===== src/rtl/seq_alu.sv =====
// rtl/seq_alu.sv - multi-cycle signed ALU with valid/ready handshakes
//
// Ports:
//   clk, reset           rising-edge clock, synchronous active-high reset
//   in_valid, in_ready   operation handshake; a/b/command captured on accept
//   a, b                 signed WIDTH-bit operands
//   command              0 ADD, 1 SUB, 2 AND, 3 MUL_LO, 4 MUL_HI, 5 REM, 6 QUO, 7 XOR
//   out_valid, out_ready result handshake; res and flags held until taken
//   res                  WIDTH-bit result
//   zero, overflow, div_by_zero  status flags registered with res
module seq_alu #(
    parameter int WIDTH = 16
) (
    input  logic             clk,
    input  logic             reset,
    input  logic             in_valid,
    output logic             in_ready,
    input  logic [WIDTH-1:0] a,
    input  logic [WIDTH-1:0] b,
    input  logic [2:0]       command,
    output logic             out_valid,
    input  logic             out_ready,
    output logic [WIDTH-1:0] res,
    output logic             zero,
    output logic             overflow,
    output logic             div_by_zero
);

    localparam int CW = $clog2(WIDTH + 1);

    localparam logic [2:0] OP_ADD    = 3'd0;
    localparam logic [2:0] OP_SUB    = 3'd1;
    localparam logic [2:0] OP_AND    = 3'd2;
    localparam logic [2:0] OP_MUL_LO = 3'd3;
    localparam logic [2:0] OP_MUL_HI = 3'd4;
    localparam logic [2:0] OP_REM    = 3'd5;
    localparam logic [2:0] OP_QUO    = 3'd6;
    localparam logic [2:0] OP_XOR    = 3'd7;

    typedef enum logic [1:0] {S_IDLE, S_MUL, S_DIV, S_DONE} state_t;

    state_t state, state_next;

    logic [CW-1:0]      cnt;
    logic [2:0]         cmd_q;
    logic               sa, sb;
    logic [WIDTH-1:0]   ma, mb;
    logic [2*WIDTH-1:0] prod;
    logic [WIDTH-1:0]   rem_r, quo_r;

    logic               accept;
    logic               last_iter;
    logic [WIDTH-1:0]   abs_a, abs_b;
    logic [WIDTH-1:0]   sum, diff;
    logic [WIDTH:0]     mul_sum;
    logic [2*WIDTH-1:0] prod_next, full_prod;
    logic [WIDTH:0]     shifted, trial;
    logic               ge;
    logic [WIDTH-1:0]   rem_next, quo_next, quo_fin, rem_fin;

    logic               load;
    logic [WIDTH-1:0]   nres;
    logic               novf, ndbz;

    assign accept    = in_valid && in_ready;
    assign last_iter = (cnt == CW'(1));

    // Magnitudes are held unsigned so |MIN| = 2^(WIDTH-1) is representable.
    assign abs_a = a[WIDTH-1] ? (~a + 1'b1) : a;
    assign abs_b = b[WIDTH-1] ? (~b + 1'b1) : b;
    assign sum   = a + b;
    assign diff  = a - b;

    // Shift-add multiply: low half holds the multiplier, high half accumulates.
    assign mul_sum   = {1'b0, prod[2*WIDTH-1:WIDTH]} + (prod[0] ? {1'b0, ma} : '0);
    assign prod_next = {mul_sum, prod[WIDTH-1:1]};
    assign full_prod = (sa ^ sb) ? (~prod_next + 1'b1) : prod_next;

    // Restoring divide: quo_r starts as the dividend and is shifted out into rem_r.
    assign shifted  = {rem_r, quo_r[WIDTH-1]};
    assign trial    = shifted - {1'b0, mb};
    assign ge       = !trial[WIDTH];
    assign rem_next = ge ? trial[WIDTH-1:0] : shifted[WIDTH-1:0];
    assign quo_next = {quo_r[WIDTH-2:0], ge};
    assign quo_fin  = (sa ^ sb) ? (~quo_next + 1'b1) : quo_next;
    assign rem_fin  = sa ? (~rem_next + 1'b1) : rem_next;

    always_ff @(posedge clk) begin
        if (reset) begin
            state <= S_IDLE;
        end else begin
            state <= state_next;
        end
    end

    always_comb begin
        state_next = state;
        case (state)
            S_IDLE: begin
                if (accept) begin
                    case (command)
                        OP_MUL_LO, OP_MUL_HI: state_next = S_MUL;
                        OP_REM, OP_QUO:       state_next = (b != '0) ? S_DIV : S_DONE;
                        default:              state_next = S_DONE;
                    endcase
                end
            end
            S_MUL, S_DIV: begin
                if (last_iter) begin
                    state_next = S_DONE;
                end
            end
            S_DONE: begin
                if (out_ready) begin
                    state_next = S_IDLE;
                end
            end
            default: state_next = S_IDLE;
        endcase
    end

    always_comb begin
        in_ready  = (state == S_IDLE) && !reset;
        out_valid = (state == S_DONE);
    end

    // Selects the value to register into res/flags on the edge entering DONE.
    always_comb begin
        load = 1'b0;
        nres = '0;
        novf = 1'b0;
        ndbz = 1'b0;
        case (state)
            S_IDLE: begin
                load = accept && (state_next == S_DONE);
                case (command)
                    OP_ADD: begin
                        nres = sum;
                        novf = (a[WIDTH-1] == b[WIDTH-1]) && (sum[WIDTH-1] != a[WIDTH-1]);
                    end
                    OP_SUB: begin
                        nres = diff;
                        novf = (a[WIDTH-1] != b[WIDTH-1]) && (diff[WIDTH-1] != a[WIDTH-1]);
                    end
                    OP_AND: nres = a & b;
                    OP_XOR: nres = a ^ b;
                    OP_REM: begin
                        nres = a;
                        ndbz = 1'b1;
                    end
                    OP_QUO: begin
                        nres = '1;
                        ndbz = 1'b1;
                    end
                    default: nres = '0;
                endcase
            end
            S_MUL: begin
                load = last_iter;
                if (cmd_q == OP_MUL_LO) begin
                    nres = full_prod[WIDTH-1:0];
                    novf = full_prod[2*WIDTH-1:WIDTH] != {WIDTH{full_prod[WIDTH-1]}};
                end else begin
                    nres = full_prod[2*WIDTH-1:WIDTH];
                end
            end
            S_DIV: begin
                load = last_iter;
                if (cmd_q == OP_QUO) begin
                    nres = quo_fin;
                    // Only MIN / -1 yields a positive quotient with the top bit set.
                    novf = !(sa ^ sb) && quo_next[WIDTH-1];
                end else begin
                    nres = rem_fin;
                end
            end
            default: load = 1'b0;
        endcase
    end

    always_ff @(posedge clk) begin
        if (reset) begin
            cnt         <= '0;
            cmd_q       <= '0;
            sa          <= 1'b0;
            sb          <= 1'b0;
            ma          <= '0;
            mb          <= '0;
            prod        <= '0;
            rem_r       <= '0;
            quo_r       <= '0;
            res         <= '0;
            zero        <= 1'b0;
            overflow    <= 1'b0;
            div_by_zero <= 1'b0;
        end else begin
            if (accept) begin
                cmd_q <= command;
                sa    <= a[WIDTH-1];
                sb    <= b[WIDTH-1];
                ma    <= abs_a;
                mb    <= abs_b;
                cnt   <= CW'(WIDTH);
                prod  <= {{WIDTH{1'b0}}, abs_b};
                rem_r <= '0;
                quo_r <= abs_a;
            end else if (state == S_MUL) begin
                prod <= prod_next;
                cnt  <= cnt - CW'(1);
            end else if (state == S_DIV) begin
                rem_r <= rem_next;
                quo_r <= quo_next;
                cnt   <= cnt - CW'(1);
            end
            if (load) begin
                res         <= nres;
                zero        <= (nres == '0);
                overflow    <= novf;
                div_by_zero <= ndbz;
            end
        end
    end

endmodule


===== config.mk =====
export PLATFORM = sky130hd
export DESIGN_NAME = seq_alu
export DESIGN_NICKNAME = d
export VERILOG_FILES = /design/src/rtl/seq_alu.sv
export SDC_FILE = /design/constraint.sdc
export NUM_CORES = 1
export LEC_CHECK = 0
export CORE_ASPECT_RATIO = 0.8
export CORE_MARGIN = 2
export CORE_UTILIZATION = 36
export DETAILED_ROUTE_END_ITERATION = 8
export GPL_TIMING_DRIVEN = 1
export PLACE_DENSITY = 0.57
export SETUP_SLACK_MARGIN = 0.4
export SLEW_MARGIN = 15
export SYNTH_ARGS = -nofsm -noshare
export SYNTH_HDL_FRONTEND = slang
export SYNTH_SLANG_ARGS = --single-unit

===== constraint.sdc =====
create_clock -name clk -period 4.72 [get_ports clk]
set_input_delay 1.18 -clock clk [delete_from_list [all_inputs] [get_ports clk]]
set_output_delay 1.18 -clock clk [all_outputs]
set_load 0.005 [all_outputs]

==> results of run 1 <==
## registers in the layout, summed over array words and instances (netlist names)
signal       cells
mb              16
res             16
quo_r           16
sa               1
sb               1
state            2
prod            32
zero             1
cmd_q            3
overflow         1
div_by_zero      1
ma              16
cnt              5
rem_r           16
## cell type report
class                           instances  area, um^2
Fill cell                            3226       16800
Multi-Input combinational cell       1283        8880
Sequential cell                       127        2550
Timing Repair Buffer                  238        1940
Tap cell                              420         526
Clock buffer                           17         425
Inverter                               79         299
Clock inverter                         15         160
## power groups by stage
stage | clock, mW | sequential [mW] | combinational (mW)
after floorplan | 0 | 1.23 | 1.45
after global placement | 0 | 1.26 | 2.25
after detailed placement | 0 | 1.26 | 2.26
after CTS | 1.39 | 1.23 | 2.35
after global routing | 1.43 | 1.25 | 2.65
final | 1.36 | 1.24 | 2.48
## path summary, 6_finish.rpt
kind                               start                  to  slack, ps
setup reg to reg  quo_r[15]$_SDFFE_PP0P_   zero$_SDFFE_PP0P_        150
hold / removal        ma[0]$_SDFFE_PP0P_  ma[0]$_SDFFE_PP0P_        440
hold reg to reg       ma[0]$_SDFFE_PP0P_  ma[0]$_SDFFE_PP0P_        440
setup / recovery  quo_r[15]$_SDFFE_PP0P_   zero$_SDFFE_PP0P_        150
## critical path, stage by stage (launching register included)
cell and delay, ps:
dfxtp_4 370, inv_4 40, ha_4 160, fa_2 390, nor2b_4 130, o2111ai_2 120
and3_4 220, o21ai_4 200, xor2_4 250, inv_2 80, a21oi_2 140, ha_2 220
and3_4 210, or3b_4 400, nor4_4 380, a21oi_1 130, xor2_1 340, o22ai_1 140
nor2_2 140, nand4_1 130, o32ai_2 270
## Yosys cell counts (6+ instances only)
library cell  instances  area (um^2)
o2111ai_1             7         61.3
clkbuf_1             84          315
xnor2_1              89          780
o31ai_1              38          285
a221oi_1              6         52.6
o41ai_1               7         61.3
and2_1               21          131
mux2_2               14          158
nor3b_1               6         45.0
o211ai_1             15          113
mux2i_1              25          250
inv_1                77          289
dfxtp_1             127         2540
or4_1                 9         67.6
nand4_1              18          113
nand2_1             172          646
nor3_1               28          140
or2_2                10         62.6
o21ai_1               7         35.0
nor4_1               16          100
nand2b_1             17          106
o22ai_1              32          200
and3_1                7         43.8
xor2_1               37          324
nor2b_1              14         87.6
o21ai_0              62          310
a21oi_1             141          706
o311a_1               6         60.1
o21a_1                9         67.6
a31oi_1              23          144
a22oi_1              11         82.6
ha_1                 75          938
nand3_1              32          160
nor2_1              169          634
or3_1                15         93.8
a211oi_1             50          375
buf_1                 9         33.8
a21o_1               11         82.6
## stage by stage
stage,setup TNS [ps],setup slack (ps)
6_report,0,148
5_1_grt,0,26.7
4_1_cts,0,245
3_5_place_dp,-657,-251
3_3_place_gp,-466,-233
2_1_floorplan,0,257
## timing repair
action | in CTS | in global routing
pin swaps | 4 | 42
setup endpoints to repair | 10 | 10
endpoints found under the hold margin | 0 | 0
buffers inserted | 7 | 9
resized for setup | 24 | 58
## metal layers
layer / track usage / routed length, um / up-vias / part of all wire
li1: - / - / 6078 / -
met1: 0.400 / 22500 / 6012 / 0.49
met2: 0.400 / 19000 / 533 / 0.41
met3: 0.0437 / 3400 / 65 / 0.074
met4: 0.0843 / 1190 / 0 / 0.026
met5: 0 / 0 / - / 0
## logic make-up (layout without fill, tap and decap cells)
group	count (synthesis)	in the layout	synth area share
simple gates	551	551	0.224
flops	127	127	0.220
compound gates	484	484	0.274
fa+ha+maj	79	79	0.0880
xor+xnor	127	127	0.0968
mux	42	42	0.0411
buf+inv	174	349	0.0567
==> impl_metrics.yaml, run 1 <==
logic_synthesis:
  synth_edf_count: 0
  syn_nets: 1702
  yosysWarnings: 0
  ys_types: 81
  seq_area_frac_synth: 0.220
  synth_area_per_cell_um2: 7.31
  ys_seq_elements: 127
  synth_top_flop_cell: "dfxtp_1"
  synthArstFlopShare: 0
  syn_area_um2: 11600
  synthCells: 1584
sta:
  fin_hold_ws_ps: 441
  setup_viol: 0
  rsz0062_at_grt: "yes"
  finalHoldViolCount: 0
  finalClockSkew_ps: 12.6
  slew_headroom: 0.331
  clock.fmax_ghz: 0.219
  final.min_clock_period_ps: 4570
  worstMarginPinSlew_ps: 1000
  fin_crit_sh: 0.969
  slew_violations: 0
clock_network:
  clk_pin_slew_ps: 60
  ctsLongestPathBuffers: 2
  ctsRootBufferMaster: "clkbuf_16"
  numCtsBuffers: 17
  htree_levels: 4
  cts_sinks: 127
  cts_tree: "built"
  clock_latency_ps: 440
  hold_buffers: 0
power_and_ir_drop:
  p_switching_mw: 2.13
  cellLeakagePower_nw: 5.86
  clkPwrFrac: 0.268
  p_seq_frac: 0.243
  p_comb_frac: 0.489
  power.internal_mw: 2.96
  max-vdd-ir-drop_v: 0.000188
  total_power_mw: 5.08
  powerDensity_nw_per_um2: 344
  p_sw_frac: 0.418
global_routing:
  grtUsageTotal: 0.271
  grt_max_degree: 56
  grt_pass1_vias: 11356
  overflow: 0
  grt_first_pass_wirelength_um: 69300
  antenna_found_initial: 0
floorplanning:
  rows: 58
  pin_count: 60
  die_area_um2: 33600
  start_util: 0.367
  core_area_um2: 31600
  die_w_um: 204
  die_h_um: 164
placement:
  place_area_um2: 13700
  numPortBuffers: 59
  dp_cells: 2131
  gp_congestion: 0.927
  hpwl_um: 36000
drt:
  wirelength_um: 46100
  wl_per_cell_um: 21.1
  vias_per_cell: 5.82
  firstDrtPassIters: 7
  drcViolationCount: 0
  via_count: 12688
  drtAntennaViolNets: 0
  drtIter0Drc: 1287
cells_and_area:
  n_antenna_cell: 0
  final_common_cell: "buf_4"
  utilization: 0.468
  layout.cells.non_filler: 2179
  drive_gt1_frac: 0.188
  mostFrequentLayoutCells: "178 x buf_4, 170 x nand2_1, 167 x nor2_1, 136 x a21oi_1, 124 x dfxtp_1"
  syn2layout_area_growth_pct: 27.7
  final_area_um2: 14800
  nets: 1864
worst_setup_path:
  cp-end-kind: "flip-flop"
  cp_max_fo: 4
  startpoint_type: "flip-flop"
  r2r_cells: 20
  worst_ep_arrival_time_ps: 4920
  cp.required_ps: 5070
  critical_path_class: "flip-flop to flip-flop"
run_status:
  status: "finished, final reports clean"
min_path:
  hp-class: "flip-flop to flip-flop"
  hold_depth: 2
job:
  cap_viol_max_count: 0
No activity file was read; power rests on OpenSTA's default activity.
==> run 2, diff against run 1 <==
Settings changed: GPL_TIMING_DRIVEN 1 to not set.
==> results of run 2 <==
Same layout as run 1: the final DEF is identical, and so are final timing and power.
